[src/rtl/conv_pe_pkg.sv]
// Shared types and constants for the conv_pe processing element.
// The ifmap word carries two flag bits above the data field.
package conv_pe_pkg;

    typedef enum logic [2:0] {
        S_IDLE,
        S_LD_FILT,
        S_LD_ROW,
        S_MAC,
        S_STORE,
        S_DONE
    } state_e;

    // Flag positions are offsets above DATA_W within ifmap_in.
    localparam int EOR_OFS  = 1;
    localparam int LAST_OFS = 0;

endpackage

[src/rtl/sync_fifo.sv]
// Single-clock FIFO with registered pointers and an occupancy counter.
// The head reads as zero while empty so the output is clean after reset.
module sync_fifo #(
    parameter int WIDTH = 32,
    parameter int DEPTH = 8
) (
    input  logic             clk,
    input  logic             rst_n,
    input  logic             push,
    input  logic [WIDTH-1:0] push_data,
    input  logic             pop,
    output logic [WIDTH-1:0] pop_data,
    output logic             full,
    output logic             empty
);
    localparam int PTR_W = $clog2(DEPTH);
    localparam int CNT_W = $clog2(DEPTH + 1);

    logic [WIDTH-1:0] mem [DEPTH];
    logic [PTR_W-1:0] wr_ptr_q, wr_ptr_d, rd_ptr_q, rd_ptr_d;
    logic [CNT_W-1:0] count_q, count_d;
    logic             do_push, do_pop;

    assign full     = (count_q == CNT_W'(DEPTH));
    assign empty    = (count_q == '0);
    assign do_push  = push && !full;
    assign do_pop   = pop && !empty;
    assign pop_data = empty ? '0 : mem[rd_ptr_q];

    always_comb begin
        wr_ptr_d = wr_ptr_q;
        rd_ptr_d = rd_ptr_q;
        count_d  = count_q;
        if (do_push) wr_ptr_d = (wr_ptr_q == PTR_W'(DEPTH - 1)) ? '0 : wr_ptr_q + PTR_W'(1);
        if (do_pop)  rd_ptr_d = (rd_ptr_q == PTR_W'(DEPTH - 1)) ? '0 : rd_ptr_q + PTR_W'(1);
        if (do_push && !do_pop) count_d = count_q + CNT_W'(1);
        else if (do_pop && !do_push) count_d = count_q - CNT_W'(1);
    end

    always_ff @(posedge clk or negedge rst_n) begin
        if (!rst_n) begin
            wr_ptr_q <= '0;
            rd_ptr_q <= '0;
            count_q  <= '0;
        end else begin
            wr_ptr_q <= wr_ptr_d;
            rd_ptr_q <= rd_ptr_d;
            count_q  <= count_d;
        end
    end

    always_ff @(posedge clk) begin
        if (do_push) mem[wr_ptr_q] <= push_data;
    end

endmodule

[src/rtl/conv_pe.sv]
// 1-D convolution processing element: loads filters and one ifmap row at a
// time, computes strided dot products per channel and queues them as psums.
module conv_pe
    import conv_pe_pkg::*;
#(
    parameter int DATA_W      = 16,
    parameter int FILT_W      = 8,
    parameter int PSUM_W      = 32,
    parameter int NUM_FILTERS = 2,
    parameter int MAX_FILT    = 12,
    parameter int ROW_DEPTH   = 16,
    parameter int PSUM_DEPTH  = 8,
    parameter int STRIDE_W    = 3,
    parameter int FSIZE_W     = 8
) (
    input  logic                clk,
    input  logic                rst,
    input  logic                start,
    input  logic [STRIDE_W-1:0] stride,
    input  logic [FSIZE_W-1:0]  filter_size,
    input  logic [DATA_W+1:0]   ifmap_in,
    input  logic                ifmap_valid,
    output logic                ifmap_ready,
    input  logic [FILT_W-1:0]   filt_in,
    input  logic                filt_valid,
    output logic                filt_ready,
    output logic [PSUM_W-1:0]   psum_out,
    output logic                psum_valid,
    input  logic                psum_ready,
    output logic                busy,
    output logic                done,
    output state_e              dbg_state
);
    localparam int RIDX_W  = $clog2(ROW_DEPTH + 1);
    localparam int RADDR_W = $clog2(ROW_DEPTH);
    localparam int TAP_W   = $clog2(MAX_FILT + 1);
    localparam int CH_W    = $clog2(NUM_FILTERS + 1);
    localparam int FADDR_W = $clog2(NUM_FILTERS * MAX_FILT);
    localparam int PROD_W  = DATA_W + FILT_W;

    state_e               state_q, state_d;
    logic [STRIDE_W-1:0]  stride_q, stride_d;
    logic [TAP_W-1:0]     fsize_q, fsize_d, tap_q, tap_d;
    logic [CH_W-1:0]      ch_q, ch_d;
    logic [RIDX_W-1:0]    pos_q, pos_d, row_cnt_q, row_cnt_d;
    logic                 last_row_q, last_row_d;
    logic [PSUM_W-1:0]    acc_q, acc_d;

    logic [DATA_W-1:0]    row_mem  [ROW_DEPTH];
    logic [FILT_W-1:0]    filt_mem [NUM_FILTERS * MAX_FILT];
    logic [RADDR_W-1:0]   raddr;
    logic [FADDR_W-1:0]   faddr;
    logic signed [PROD_W-1:0] prod;
    logic [PSUM_W-1:0]    prod_ext;
    logic                 push, fifo_full, fifo_empty;
    int                   next_pos;

    // Load and MAC share the ch/tap counters, so one address serves both.
    assign faddr    = FADDR_W'(int'(ch_q) * MAX_FILT + int'(tap_q));
    assign raddr    = (state_q == S_LD_ROW) ? RADDR_W'(row_cnt_q) : RADDR_W'(int'(pos_q) + int'(tap_q));
    assign prod     = PROD_W'($signed(row_mem[raddr])) * PROD_W'($signed(filt_mem[faddr]));
    assign prod_ext = PSUM_W'(prod);
    assign next_pos = int'(pos_q) + int'(stride_q);

    assign ifmap_ready = (state_q == S_LD_ROW);
    assign filt_ready  = (state_q == S_LD_FILT);
    assign busy        = (state_q != S_IDLE);
    assign done        = (state_q == S_DONE);
    assign psum_valid  = !fifo_empty;
    assign dbg_state   = state_q;

    always_comb begin
        state_d    = state_q;
        stride_d   = stride_q;
        fsize_d    = fsize_q;
        tap_d      = tap_q;
        ch_d       = ch_q;
        pos_d      = pos_q;
        row_cnt_d  = row_cnt_q;
        last_row_d = last_row_q;
        acc_d      = acc_q;
        push       = 1'b0;
        case (state_q)
            S_IDLE: if (start) begin
                stride_d = (stride == '0) ? STRIDE_W'(1) : stride;
                if (filter_size == '0) fsize_d = TAP_W'(1);
                else if (filter_size > FSIZE_W'(MAX_FILT)) fsize_d = TAP_W'(MAX_FILT);
                else fsize_d = TAP_W'(filter_size);
                tap_d   = '0;
                ch_d    = '0;
                state_d = S_LD_FILT;
            end
            S_LD_FILT: if (filt_valid) begin
                if (tap_q == fsize_q - TAP_W'(1)) begin
                    tap_d = '0;
                    if (ch_q == CH_W'(NUM_FILTERS - 1)) begin
                        ch_d      = '0;
                        row_cnt_d = '0;
                        state_d   = S_LD_ROW;
                    end else begin
                        ch_d = ch_q + CH_W'(1);
                    end
                end else begin
                    tap_d = tap_q + TAP_W'(1);
                end
            end
            S_LD_ROW: if (ifmap_valid) begin
                row_cnt_d = row_cnt_q + RIDX_W'(1);
                // A full buffer ends the row even without the end-of-row flag.
                if (ifmap_in[DATA_W+EOR_OFS] || row_cnt_q == RIDX_W'(ROW_DEPTH - 1)) begin
                    last_row_d = ifmap_in[DATA_W+LAST_OFS];
                    pos_d      = '0;
                    ch_d       = '0;
                    tap_d      = '0;
                    acc_d      = '0;
                    if (int'(row_cnt_q) + 1 >= int'(fsize_q)) state_d = S_MAC;
                    else if (ifmap_in[DATA_W+LAST_OFS]) state_d = S_DONE;
                    else row_cnt_d = '0;
                end
            end
            S_MAC: begin
                acc_d = acc_q + prod_ext;
                if (tap_q == fsize_q - TAP_W'(1)) begin
                    tap_d   = '0;
                    state_d = S_STORE;
                end else begin
                    tap_d = tap_q + TAP_W'(1);
                end
            end
            S_STORE: if (!fifo_full) begin
                push  = 1'b1;
                acc_d = '0;
                if (ch_q == CH_W'(NUM_FILTERS - 1)) begin
                    ch_d  = '0;
                    pos_d = RIDX_W'(next_pos);
                    if (next_pos + int'(fsize_q) <= int'(row_cnt_q)) state_d = S_MAC;
                    else if (last_row_q) state_d = S_DONE;
                    else begin
                        row_cnt_d = '0;
                        state_d   = S_LD_ROW;
                    end
                end else begin
                    ch_d    = ch_q + CH_W'(1);
                    state_d = S_MAC;
                end
            end
            S_DONE:  state_d = S_IDLE;
            default: state_d = S_IDLE;
        endcase
    end

    always_ff @(posedge clk or negedge rst) begin
        if (!rst) begin
            state_q    <= S_IDLE;
            stride_q   <= '0;
            fsize_q    <= '0;
            tap_q      <= '0;
            ch_q       <= '0;
            pos_q      <= '0;
            row_cnt_q  <= '0;
            last_row_q <= 1'b0;
            acc_q      <= '0;
        end else begin
            state_q    <= state_d;
            stride_q   <= stride_d;
            fsize_q    <= fsize_d;
            tap_q      <= tap_d;
            ch_q       <= ch_d;
            pos_q      <= pos_d;
            row_cnt_q  <= row_cnt_d;
            last_row_q <= last_row_d;
            acc_q      <= acc_d;
        end
    end

    // Scratchpads keep their contents across reset.
    always_ff @(posedge clk) begin
        if (state_q == S_LD_FILT && filt_valid) filt_mem[faddr] <= filt_in;
        if (state_q == S_LD_ROW && ifmap_valid) row_mem[raddr] <= ifmap_in[DATA_W-1:0];
    end

    sync_fifo #(
        .WIDTH(PSUM_W),
        .DEPTH(PSUM_DEPTH)
    ) u_psum_fifo (
        .clk      (clk),
        .rst_n    (rst),
        .push     (push),
        .push_data(acc_q),
        .pop      (psum_ready),
        .pop_data (psum_out),
        .full     (fifo_full),
        .empty    (fifo_empty)
    );

endmodule

[config.mk]
export PLATFORM = sky130hd
export DESIGN_NAME = conv_pe
export DESIGN_NICKNAME = d
export VERILOG_FILES = /design/src/rtl/conv_pe_pkg.sv /design/src/rtl/sync_fifo.sv /design/src/rtl/conv_pe.sv
export SDC_FILE = /design/constraint.sdc
export NUM_CORES = 1
export LEC_CHECK = 0
export CORE_ASPECT_RATIO = 0.9
export CORE_MARGIN = 10
export CORE_UTILIZATION = 50
export CTS_CLUSTER_DIAMETER = 150
export CTS_CLUSTER_SIZE = 40
export DETAILED_ROUTE_END_ITERATION = 10
export GPL_TIMING_DRIVEN = 0
export MAX_ROUTING_LAYER = met4
export PLACE_DENSITY = 0.67
export SLEW_MARGIN = 20
export SYNTH_ARGS = -nofsm -noshare
export SYNTH_HDL_FRONTEND = slang
export SYNTH_SLANG_ARGS = --single-unit
export TNS_END_PERCENT = 5
[constraint.sdc]
create_clock -name clk -period 10.4 [get_ports clk]
set_input_delay 1.56 -clock clk [delete_from_list [all_inputs] [get_ports clk]]
set_output_delay 1.56 -clock clk [all_outputs]
set_load 0.01 [all_outputs]
==> qor.csv <==
metric,value,unit
outcome,completed,
Synth area leader,edfxtp_1,
drt drc,0,
worst endpoint required time,10890,ps
pin count of the biggest net entering global routing,49,
fmax,99.3,MHz
final wirelength,84600,um
Rel. slew slack,0.256,
fin. max-slew vios,0,
first-pass GRT wire length,131000,um
row cnt,95,
period utilization,0.968,
CP endpoint kind,flip-flop,
CP peak stage delay,520,ps
CTS tree,built,
area of the multi-input gates,13400,sq um
"Seq/Total Area, Yosys",0.612,
"most common cell after layout, fill and taps aside",edfxtp_1,
vias in the first global route,22500,
Max Cap Viol,0,
CP arrival,10560,ps
RePlAce Congestion,0.895,
synthesized net count,2954,
predominant post-synthesis flop cell,edfxtp_1,
clk_skew,38.3,ps
area grow syn2layout,9.02,%
final hold violations,0,
Layout Nets,3106,
M1 GR Usage,0.272,
Hold Path Class,flip-flop to flip-flop,
Routed WL per cell,22.1,um
fillers,5959,
Hold Worst Slack,510,ps
Pre-Repair DR Iteration Count,5,
final cell count without fillers,3830,
Mapped Area,37400,sq um
Port Buffers,82,
Starting Density,0.502,
asr flop ratio synth,0.0893,
total placed cells including tap cells,3788,
FF/Latch Area,22900,sq um
crit-path max FO,10,
initial antenna violation count,0,
setup bufs post-CTS,0,
Tot GR Track Use,0.201,
worst-margin pin slew,1110,ps
Post-DP HPWL,61900,um
GRT met2 Usage,0.329,
initial DRC count,2019,
routed vias/inst,5.79,
setup violators final,0,
via count,22200,
minimum clock period,10070,ps
synthesized area per cell,13.9,sq um
clock buffer count from CTS,23,
most used routing layer,met2,
clock root cell,clkbuf_16,
unique cell type count in the Yosys netlist,76,
ANT nets after route,0,
CP max-delay cell,o21ai_0,
Synth Register Bits,773,
dominant cells by area after synthesis,"edfxtp_1, mux4_2, fa_1, dfrtp_1, ha_1",
# H-tree levels,1,
top cell type's share of synthesized area,0.566,
grt total ovfl,0,
layout cells sized above 1,0.124,
core box area,74400,sq um
clock sinks,773,
Yosys warning count,0,
"EDFF count, synth",704,
CP startpoint kind,flip-flop,
CTS max path bufs,3,
setup tns final,0,ps
met3 Usage GRT,0.0221,
Die ar.,86100,sq um
Gate Count Post-Synth,2690,
Die W,308,um
die height,279,um
"Reg clk slew, reported paths",150,ps
IO Pins,83,
most frequent cells in the layout,"edfxtp_1, nand2_1, nor2_1",
worst skew pair latency,640,ps
critical path class,flip-flop to flip-flop,
## what timing repair did
action,4_1_cts,5_1_grt
hold endpoints to repair,0,0
endpoints found under the setup margin,0,9
hold buffers,0,0
gates resized for setup,0,12
## cell families (layout without fill, tap and decap cells)
logic type                 Yosys count  in the layout  synth area share
and+or+nand+nor                    796            796            0.0918
DFF                                773            773             0.612
AOI/OAI and AO/OA                  362            362            0.0647
buffers and inverters              293            462            0.0335
adders and majority gates          221            221            0.0961
muxes                              176            176            0.0857
xor gates and xnor gates            69             69            0.0162
other                                0              1                 0
## synth_stat cells (all sizes together) (3+ instances only)
cell type and n:
edfxtp 704, nand2 364, nor2 220, inv 177
o21ai 129, mux4 112, ha 111, fa 110
buf 79, nand3 73, dfrtp 69, a21oi 53
xnor2 48, mux2i 45, o211ai 42, clkbuf 37
a21o 27, nand2b 26, a211oi 24, and2 24
nor3 24, o22ai 22, xor2 21, mux2 19
or2 16, a31oi 15, nor2b 15, a22o 9
nand4 8, o31ai 8, o21a 7, and3 6
or3 6, a21boi 4, nor4 4, o311ai 3
or4 3
## sequential cells by signal, summed over array words and instances (netlist names)
register,cells
row_mem,256
u_psum_fifo.mem,256
filt_mem,192
acc_q,32
pos_q,5
row_cnt_q,5
fsize_q,4
tap_q,4
u_psum_fifo.count_q,4
dbg_state,3
stride_q,3
u_psum_fifo.rd_ptr_q,3
u_psum_fifo.wr_ptr_q,3
ch_q,2
last_row_q,1
## critical path: cells and delay by family, from the launching register on
| family | cells | cell delay [ps] |
|---|---|---|
| compound gates | 17 | 4010 |
| xor+xnor | 2 | 410 |
| fa+ha+maj | 8 | 3020 |
| buf+inv | 6 | 890 |
| flops | 1 | 470 |
| mux | 1 | 330 |
| simple gates | 4 | 750 |
## worst paths after layout
path	depth (start not counted)	from	slack, ps	to
max reg2reg	38	tap_q[0]$_DFFE_PN0P_	330	acc_q[27]$_DFFE_PN0P_
min in group asynchronous	1	rst	810	stride_q[2]$_DFFE_PN0P_
min	2	stride_q[0]$_DFFE_PN0P_	510	stride_q[0]$_DFFE_PN0P_
max	38	tap_q[0]$_DFFE_PN0P_	330	acc_q[27]$_DFFE_PN0P_
max in group asynchronous	2	rst	8950	acc_q[14]$_DFFE_PN0P_
min reg2reg	2	stride_q[0]$_DFFE_PN0P_	510	stride_q[0]$_DFFE_PN0P_
## routing by layer
metal,wire (um),up-vias
met5,0,-
met4,1780,0
met1,36100,11300
met3,5110,113
li1,-,10100
met2,41600,725
## stage by stage
stage,setup slack [ps],util,instance area (sq um)
after floorplan,1780,-,37400
after global placement,337,0.530,39400
after detailed placement,143,0.538,40000
after CTS,68.9,0.547,40700
after global routing,-38.0,0.547,40700
final,332,0.548,40700
## final cells by class
type                    instances  share of cell area
clock inverters                 2            0.000952
repair buffers                128              0.0327
well taps                     970              0.0298
flip-flops and latches        773               0.561
diodes                          1           0.0000614
inverters                     177              0.0164
clock buffers                  40              0.0159
plain buffers                 115              0.0145
multi-input cells            1624               0.328
Power is not shown: default switching activity piles up to over one toggle a cycle in this logic, so the estimate is an artifact.
